$ cat src/rtl/reg_file_2r1w_if.sv
// Port bundle for the 2-read/1-write register file: read selects and data,
// the writeback port, and the scoreboard reserve port.
interface reg_file_2r1w_if #(
    parameter int N_BITS = 32
);
    logic [4:0]        rs1_sel;
    logic [4:0]        rs2_sel;
    logic [N_BITS-1:0] rs1_data;
    logic [N_BITS-1:0] rs2_data;
    logic              rs1_zero;
    logic              rs1_busy;
    logic              rs2_busy;
    logic              wr_en;
    logic [4:0]        wr_sel;
    logic [N_BITS-1:0] wr_data;
    logic              rsv_en;
    logic [4:0]        rsv_sel;

    modport master (
        output rs1_sel, rs2_sel, wr_en, wr_sel, wr_data, rsv_en, rsv_sel,
        input  rs1_data, rs2_data, rs1_zero, rs1_busy, rs2_busy
    );

    modport slave (
        input  rs1_sel, rs2_sel, wr_en, wr_sel, wr_data, rsv_en, rsv_sel,
        output rs1_data, rs2_data, rs1_zero, rs1_busy, rs2_busy
    );
endinterface

$ cat src/rtl/reg_file_2r1w.sv
// 32 x N_BITS integer register file: two combinational read ports with optional
// writeback forwarding, one synchronous write port, and a per-register RAW scoreboard.

module mux32to1 #(
    parameter int W = 32
) (
    input  logic [31:0][W-1:0] d,
    input  logic [4:0]         sel,
    output logic [W-1:0]       y
);
    assign y = d[sel];
endmodule

module nor32to1 #(
    parameter int W = 32
) (
    input  logic [W-1:0] d,
    output logic         y
);
    assign y = ~|d;
endmodule

module rf_read_port #(
    parameter int N_BITS = 32
) (
    input  logic [31:0][N_BITS-1:0] regs,
    input  logic [31:0]             pending,
    input  logic [4:0]              sel,
    input  logic                    fwd_en,
    input  logic [4:0]              wr_sel,
    input  logic [N_BITS-1:0]       wr_data,
    output logic [N_BITS-1:0]       data,
    output logic                    busy
);
    logic [N_BITS-1:0] mux_y;
    logic              fwd;

    mux32to1 #(.W(N_BITS)) u_mux (.d(regs), .sel(sel), .y(mux_y));

    // fwd_en already excludes R0, so a match here is always a real register
    assign fwd  = fwd_en && (wr_sel == sel);
    assign data = fwd ? wr_data : mux_y;
    assign busy = pending[sel] & ~fwd;
endmodule

module reg_file_2r1w #(
    parameter int N_BITS = 32,
    parameter int BYPASS = 1
) (
    input  logic                 clk,
    input  logic                 rst_n,
    reg_file_2r1w_if.slave       rf
);
    localparam int NUM_PORTS = 2;

    logic [31:0][N_BITS-1:0]          regs;
    logic [31:0]                      pending;
    logic                             wr_hit;
    logic                             fwd_en;
    logic [NUM_PORTS-1:0][4:0]        rd_sel;
    logic [NUM_PORTS-1:0][N_BITS-1:0] rd_data;
    logic [NUM_PORTS-1:0]             rd_busy;

    assign wr_hit = rf.wr_en && (rf.wr_sel != 5'd0);
    // Forwarding is suppressed under reset so the ports read 0 while rst_n is low
    assign fwd_en = (BYPASS != 0) && wr_hit && rst_n;

    always_ff @(posedge clk or negedge rst_n) begin
        if (!rst_n) begin
            regs    <= '0;
            pending <= '0;
        end else begin
            if (wr_hit) regs[rf.wr_sel] <= rf.wr_data;
            // A reserve in the same cycle as the write means a newer producer: set wins
            for (int i = 1; i < 32; i++) begin
                if (rf.rsv_en && (rf.rsv_sel == 5'(i)))
                    pending[i] <= 1'b1;
                else if (wr_hit && (rf.wr_sel == 5'(i)))
                    pending[i] <= 1'b0;
            end
        end
    end

    assign rd_sel[0] = rf.rs1_sel;
    assign rd_sel[1] = rf.rs2_sel;

    for (genvar p = 0; p < NUM_PORTS; p++) begin : g_port
        rf_read_port #(.N_BITS(N_BITS)) u_port (
            .regs    (regs),
            .pending (pending),
            .sel     (rd_sel[p]),
            .fwd_en  (fwd_en),
            .wr_sel  (rf.wr_sel),
            .wr_data (rf.wr_data),
            .data    (rd_data[p]),
            .busy    (rd_busy[p])
        );
    end

    assign rf.rs1_data = rd_data[0];
    assign rf.rs2_data = rd_data[1];
    assign rf.rs1_busy = rd_busy[0];
    assign rf.rs2_busy = rd_busy[1];

    nor32to1 #(.W(N_BITS)) u_zero (.d(rf.rs1_data), .y(rf.rs1_zero));
endmodule
$ cat src/flat_wrapper.sv
// flat-port wrapper written by rule: the top's interface ports become plain ports
module reg_file_2r1w_flat 
#(
    parameter int N_BITS = 32,
    parameter int BYPASS = 1
)
  (clk, rst_n, rf_rs1_sel, rf_rs2_sel, rf_wr_en, rf_wr_sel, rf_wr_data, rf_rsv_en, rf_rsv_sel, rf_rs1_data, rf_rs2_data, rf_rs1_zero, rf_rs1_busy, rf_rs2_busy);
  reg_file_2r1w_if #(.N_BITS(N_BITS)) rf_i ();
  input  logic clk;
  input  logic rst_n;
  input wire logic [$bits(rf_i.rs1_sel)-1:0] rf_rs1_sel;
  input wire logic [$bits(rf_i.rs2_sel)-1:0] rf_rs2_sel;
  input wire logic [$bits(rf_i.wr_en)-1:0] rf_wr_en;
  input wire logic [$bits(rf_i.wr_sel)-1:0] rf_wr_sel;
  input wire logic [$bits(rf_i.wr_data)-1:0] rf_wr_data;
  input wire logic [$bits(rf_i.rsv_en)-1:0] rf_rsv_en;
  input wire logic [$bits(rf_i.rsv_sel)-1:0] rf_rsv_sel;
  output wire logic [$bits(rf_i.rs1_data)-1:0] rf_rs1_data;
  output wire logic [$bits(rf_i.rs2_data)-1:0] rf_rs2_data;
  output wire logic [$bits(rf_i.rs1_zero)-1:0] rf_rs1_zero;
  output wire logic [$bits(rf_i.rs1_busy)-1:0] rf_rs1_busy;
  output wire logic [$bits(rf_i.rs2_busy)-1:0] rf_rs2_busy;
  assign rf_i.rs1_sel = rf_rs1_sel;
  assign rf_i.rs2_sel = rf_rs2_sel;
  assign rf_i.wr_en = rf_wr_en;
  assign rf_i.wr_sel = rf_wr_sel;
  assign rf_i.wr_data = rf_wr_data;
  assign rf_i.rsv_en = rf_rsv_en;
  assign rf_i.rsv_sel = rf_rsv_sel;
  assign rf_rs1_data = rf_i.rs1_data;
  assign rf_rs2_data = rf_i.rs2_data;
  assign rf_rs1_zero = rf_i.rs1_zero;
  assign rf_rs1_busy = rf_i.rs1_busy;
  assign rf_rs2_busy = rf_i.rs2_busy;
  reg_file_2r1w #(.N_BITS(N_BITS), .BYPASS(BYPASS)) u_core (.clk(clk), .rst_n(rst_n), .rf(rf_i));
endmodule
$ cat config.mk
export PLATFORM = sky130hd
export DESIGN_NAME = reg_file_2r1w_flat
export DESIGN_NICKNAME = d
export VERILOG_FILES = /design/src/rtl/reg_file_2r1w_if.sv /design/src/rtl/reg_file_2r1w.sv /design/src/flat_wrapper.sv
export SDC_FILE = /design/constraint.sdc
export NUM_CORES = 2
export LEC_CHECK = 0
export CAP_MARGIN = 10
export CORE_MARGIN = 4
export CORE_UTILIZATION = 55
export CTS_BUF_LIST = sky130_fd_sc_hd__clkbuf_8
export CTS_CLUSTER_DIAMETER = 100
export DETAILED_ROUTE_END_ITERATION = 7
export MAX_ROUTING_LAYER = met4
export PLACE_DENSITY = 0.81
export SETUP_SLACK_MARGIN = 0.05
export SYNTH_ARGS = -nofsm -noshare
export SYNTH_HDL_FRONTEND = slang
export SYNTH_SLANG_ARGS = --single-unit
$ cat constraint.sdc
create_clock -name clk -period 5.7 [get_ports clk]
set_clock_uncertainty 0.05 [all_clocks]
set_input_delay 1.14 -clock clk [delete_from_list [all_inputs] [get_ports clk]]
set_output_delay 1.14 -clock clk [all_outputs]
set_load 0.1 [all_outputs]
* Word-level counts from Yosys, hierarchy flattened *
Index checks and enable logic that the tools add are counted.

cells by class
  $lt $le $gt $ge = 4
  equal/unequal tests = 64
  muxes and demuxes = 75
  bitwise logic cells = 4
  reductions and logical operators = 101

operators by type and width
  operator              count
  $bwmux W1024          1
  $bmux W32 S5          2
  $demux W32 S5         1
  $eq A5 B5 Y1 const B  32
  $mux W32              5
  $eq A5 B4 Y1 const B  16
  $logic_and A1 B1 Y1   67
  $mux W1               64
  $reduce_bool A2 Y1    31
  $eq A5 B3 Y1 const B  8
  $reduce_or A32 Y1     1
  $eq A5 B2 Y1 const B  4
  $lt A5 B6 Y1 const B  3
  $bmux W1 S5           2
  $eq A5 B1 Y1 const B  2
  $eq A5 B5 Y1          2
  $ge A5 B1 Y1 const B  1
  $reduce_bool A5 Y1    1
  $and A1 B1 Y1         2
  $not A1 Y1            2
  $logic_not A1 Y1      1

word-level totals
  bits in registers = 1055
  input bits = 56
  output and inout port bits = 67
  logic and storage cells = 311

* Depth between registers and ports, before layout *
  depth in word-level cells = 7
  depth in mapped cells = 15
  depth with buffers taken out = 8

* By module *
Synthesis repeated with hierarchy kept, for this count alone.

unflattened totals
  cells, all modules = 4870
  area, all modules = 59139.2 um^2

by module, submodules not included
  module         times used  cells each  area each (um^2)  seq. area each (um^2)
  reg_file_2r1w  1           2403        39435.3           26400.3
  mux32to1       2           1158        8887.3            0.0
  rf_read_port   2           70          928.4             0.0
  nor32to1       1           11          72.6              0.0

* Worst setup path after synthesis *
No wires, ideal clock.

  path type = input to output
  start = in rf_rs1_sel[0]
  end = out rf_rs1_zero
  data arrival time = 6076 ps
  path slack = -1566 ps
  cell stages on the path = 12
  path buffers = 5
  cell sequence = buf_6 buf_6 buf_6 buf_4 buf_4 mux2i_1 a221oi_1 o21ai_0 a311oi_1 or4b_1 nor4b_1 and4b_1

between the ends
  cells in the longest elaborated chain, start to end = 5

ends and longest elaborated chain
  what                                                                   line                                      source
  from (decl)                                                            flat_wrapper.sv:11                        input wire logic [$bits(rf_i.rs1_sel)-1:0] rf_rs1_sel;
  $bmux W32 S5 or $eq A5 B5 Y1 (tied branches)                           reg_file_2r1w.sv:11, reg_file_2r1w.sv:41
  $mux W32 (implied by the code) or $logic_and A1 B1 Y1 (tied branches)  reg_file_2r1w.sv:11, reg_file_2r1w.sv:41
  $mux W32 (*)                                                           reg_file_2r1w.sv:42                       assign data = fwd ? wr_data : mux_y;
  via rf_rs1_data[19]                                                    flat_wrapper.sv:18                        output wire logic [$bits(rf_i.rs1_data)-1:0] rf_rs1_data;
  $reduce_or A32 Y1 (*)                                                  reg_file_2r1w.sv:20                       assign y = ~|d;
  $logic_not A1 Y1 (*)                                                   reg_file_2r1w.sv:20
  to (decl)                                                              flat_wrapper.sv:20                        output wire logic [$bits(rf_i.rs1_zero)-1:0] rf_rs1_zero;

Mark *: on every way through the listed nets, which the timed path passes. The rest lies on a longest branch. The select of a mux whose other input is x is not followed.

* Final worst setup path *
  start = in rf_rs1_sel[0]
  end = out rf_rs1_zero

between the ends
  cells in the longest elaborated chain, start to end = 5

ends and longest elaborated chain
  what                                                                   line
  $bmux W32 S5 or $eq A5 B5 Y1 (tied branches)                           reg_file_2r1w.sv:11, reg_file_2r1w.sv:41
  $mux W32 (implied by the code) or $logic_and A1 B1 Y1 (tied branches)  reg_file_2r1w.sv:11, reg_file_2r1w.sv:41
  $mux W32 (*)                                                           reg_file_2r1w.sv:42
  $reduce_or A32 Y1 (*)                                                  reg_file_2r1w.sv:20
  $logic_not A1 Y1 (*)                                                   reg_file_2r1w.sv:20

Mark *: on every way between the ends. The rest lies on a longest branch, timed or not. The select of a mux whose other input is x is not followed.

==> flow_summary_export.csv <==
group,metric,value,unit
status,status,"finished, final reports clean",
pwr,p_per_area,351,nW/um^2
clock_tree,clkTransAtPathRegs,0.06,ns
die,dieArea,109000,um^2
logic_synthesis,yosysTopAreaCell,"dfrtp_1",
run,cap_violations,0,
routing,routedWlPerCell,32.8,um
layout,drive_gt1_share,55.4,%
layout,fin_util,64.0,%
worst_setup_path,r2r_cells,1,
logic_synthesis,synthSimpleGateAreaFrac,2.08,%
logic_synthesis,synth_compound_area_share,3.74,%
timing,fin_ws,0.111,ns
routing,via_count,38500,
logic_synthesis,yosys-top-cells-count,"1055 x dfrtp_1, 999 x mux2_2, 533 x mux4_2, 316 x clkbuf_1, 181 x mux2i_1",
logic_synthesis,synth-adder-area-share,0,%
worst_setup_path,max_stage_delay,0.56,ns
worst_setup_path,path_common_cell,"buf_4",
die,rows,117,
die,io_pins,123,
grt,antenna_found_initial,3,
pwr,ir_drop,0.000270,V
worst_hold_path,worstHoldPathType,"input pin to async pin",
layout,finalNetCount,3972,
logic_synthesis,synth_top_cell_area_share,46.4,%
layout,syn2layout_area_growth,15.0,%
grt,grt_pass1_vias,39700,
timing,tightest_slew,1.21,ns
clock_tree,cts.sinks,1055,
layout,fill_cells,7257,
die,start_util,55.6,%
timing,clock.fmax,0.179,GHz
worst_setup_path,setup.worst_path.class,"input pin to primary output",
grt,grt_overflow_total,0,
worst_setup_path,worstSetupStartpointType,"input pin",
grt,grt_max_degree,193,
routing,drcViolationCount,0,
timing,fin_crit,5.59,ns
routing,wl,178000,um
worst_setup_path,cp_cell_sequence,"buf_16 > buf_4 > xor2_1 > nor4_4 > and2_4 > buf_4 > buf_6 > a221o_1 > or4_4 > or4b_4 > and4b_4 > buf_12",
timing,finalCritPeriodShare,98.1,%
logic_synthesis,synthMuxAreaShare,44.1,%
clock_tree,clock_latency,0.86,ns
clock_tree,cts_buffers,172,
logic_synthesis,synth.yosys.seq_area_share,46.4,%
clock_tree,cts_tree,"yes",
place,io_buffers,122,
logic_synthesis,synth_xor_xnor_area_share,0.154,%
clock_tree,htree_num_levels,4,
timing,rsz0062_at_grt,"false",
logic_synthesis,post-synth-top-count-cell,"dfrtp_1",
routing,dr.pass1.iters,6,
routing,drtIter0Drc,4680,
die,core,102000,um^2
logic_synthesis,ys_ff_latch,1055,
clock_tree,ctsHoldBuffers,0,
die,fp.dieW,330,um
routing,vias_per_cell,7.10,
logic_synthesis,synth_nets,3831,
logic_synthesis,synth_cells,3775,
timing,maxSlewHeadroom,19.5,%
grt,grt_pass1_wl,265000,um
worst_setup_path,crit_required,4.51,ns
place,gp_congestion,0.884,
layout,multi_input_area,28900,um^2
logic_synthesis,synth_area,56900,um^2
grt,track_usage,34.2,%
layout,ff_latch_area,26400,um^2
logic_synthesis,synth_top_family_by_area,"multiplexers",
place,place_ws,-0.473,ns
worst_setup_path,critPathArrivalTime,4.40,ns
logic_synthesis,synth-async-reset-ratio,100,%
timing,drv_slew,0,
logic_synthesis,synthTopCellsByArea,"dfrtp_1 46%, mux4_2 21%, mux2_2 20%",
worst_setup_path,end_kind,"primary output",
die,die_h,330,um
logic_synthesis,syn_avg_cell_area,15.1,um^2
clock_tree,cts_buffer_depth,3,
clock_tree,cts_root_buffer,"clkbuf_8",
pwr,leakage,28.5,nW
worst_setup_path,crit_path_top_delay_cell,"or4b_4",
logic_synthesis,synth-edff-count,0,
worst_setup_path,critPathMaxFanout,13,
routing,antenna_left,0,
timing,setup_viol_count_final,0,
timing,fin_setup_tns,0,ns
place,dp_hpwl,107000,um
timing,hold_violations,0,
logic_synthesis,yosysWarnings,1,
logic_synthesis,synth_ff_type,"dfrtp_1",
logic_synthesis,synth.distinct_cells,69,
## per-stage QoR
stage               cell area (um^2)  cells  total power, W  hold slack, ns
floorplan                      57200   3775          0.0141           0.391
global placement               61600   5099          0.0159           0.326
detailed placement             61600   5099          0.0162           0.333
CTS                            65200   5410          0.0229           0.256
global route                   65400   5418          0.0238           0.299
finish                         65400   5421          0.0229           0.285
## cell families (layout without fill, tap and decap cells)
kind of cell    after synthesis  count (layout)
mux                        1714            1714
buf+inv                     456             728
compound gates              296             296
flops                      1055            1055
xor+xnor                     10              10
simple gates                244             244
other cells                   0               6
## where the power goes
group,switching (W),internal [W],leakage (nW)
logic,0.00288,0.00332,13.0
clock network,0.00317,0.00357,2.02
registers,0.00108,0.00893,13.5
## worst max-delay path: cells and delay by family
family	cells	cell delay (ns)
AND/OR/NAND/NOR	5	1.78
buffers and inverters	5	0.81
XOR/XNOR	1	0.23
AO/OA/AOI/OAI	1	0.41
## cell type report
class / instances / area share, %
Antenna cell: 6 / 0.0230
Timing Repair Buffer: 405 / 7.30
Tap cell: 1368 / 2.62
Clock inverter: 84 / 0.695
Inverter: 18 / 0.109
Multi-Input combinational cell: 2264 / 44.2
Clock buffer: 221 / 4.65
Sequential cell: 1055 / 40.4
## path summary, 6_finish.rpt
kind,slack [ns],from,to
setup / recovery,0.11,rf_rs1_sel[0],rf_rs1_zero
hold / removal,0.29,rst_n,u_core.regs[645]
setup reg to reg,4.84,u_core.regs[268],u_core.regs[268]
hold reg to reg,0.35,u_core.regs[23],u_core.regs[23]
max in group asynchronous,1.95,rst_n,u_core.regs[305]
min in group clk,0.35,u_core.regs[23],u_core.regs[23]
## sequential cells by signal, indices dropped and copies added (netlist names)
| register | flops |
|---|---|
| u_core.regs | 1024 |
| u_core.pending | 31 |
## routing by layer
metal / global-route usage (%) / wire length [um] / vias to the layer above / share of wire (%)
met3: 8.11 / 18800 / 654 / 11
met4: 19.2 / 11800 / 0 / 6.7
met1: 43.9 / 65200 / 20300 / 37
li1: - / - / 15000 / -
met2: 50.6 / 82100 / 2538 / 46
met5: - / 0 / - / 0
## cell usage in the layout (no fill, tap or decap), types with 19 or more instances in the layout
master / instances
dfrtp_1: 1055
mux2_2: 999
mux4_2: 533
clkbuf_8: 221
buf_4: 220
mux2i_1: 180
buf_12: 116
inv_1: 72
nor2_1: 71
a221oi_1: 55
nand2_1: 46
a22oi_1: 42
o21ai_0: 42
clkdlybuf4s50_1: 38
a21oi_1: 37
nand3_1: 23
a21oi_2: 19
## what timing repair did
item | 4_1_cts | 5_1_grt
pin swaps | 8 | 9
gates resized for setup | 27 | 21
setup buffers | 6 | 3
setup endpoints to repair | 1 | 1
cloned | 0 | 2
(Power assumes the default switching activity.)
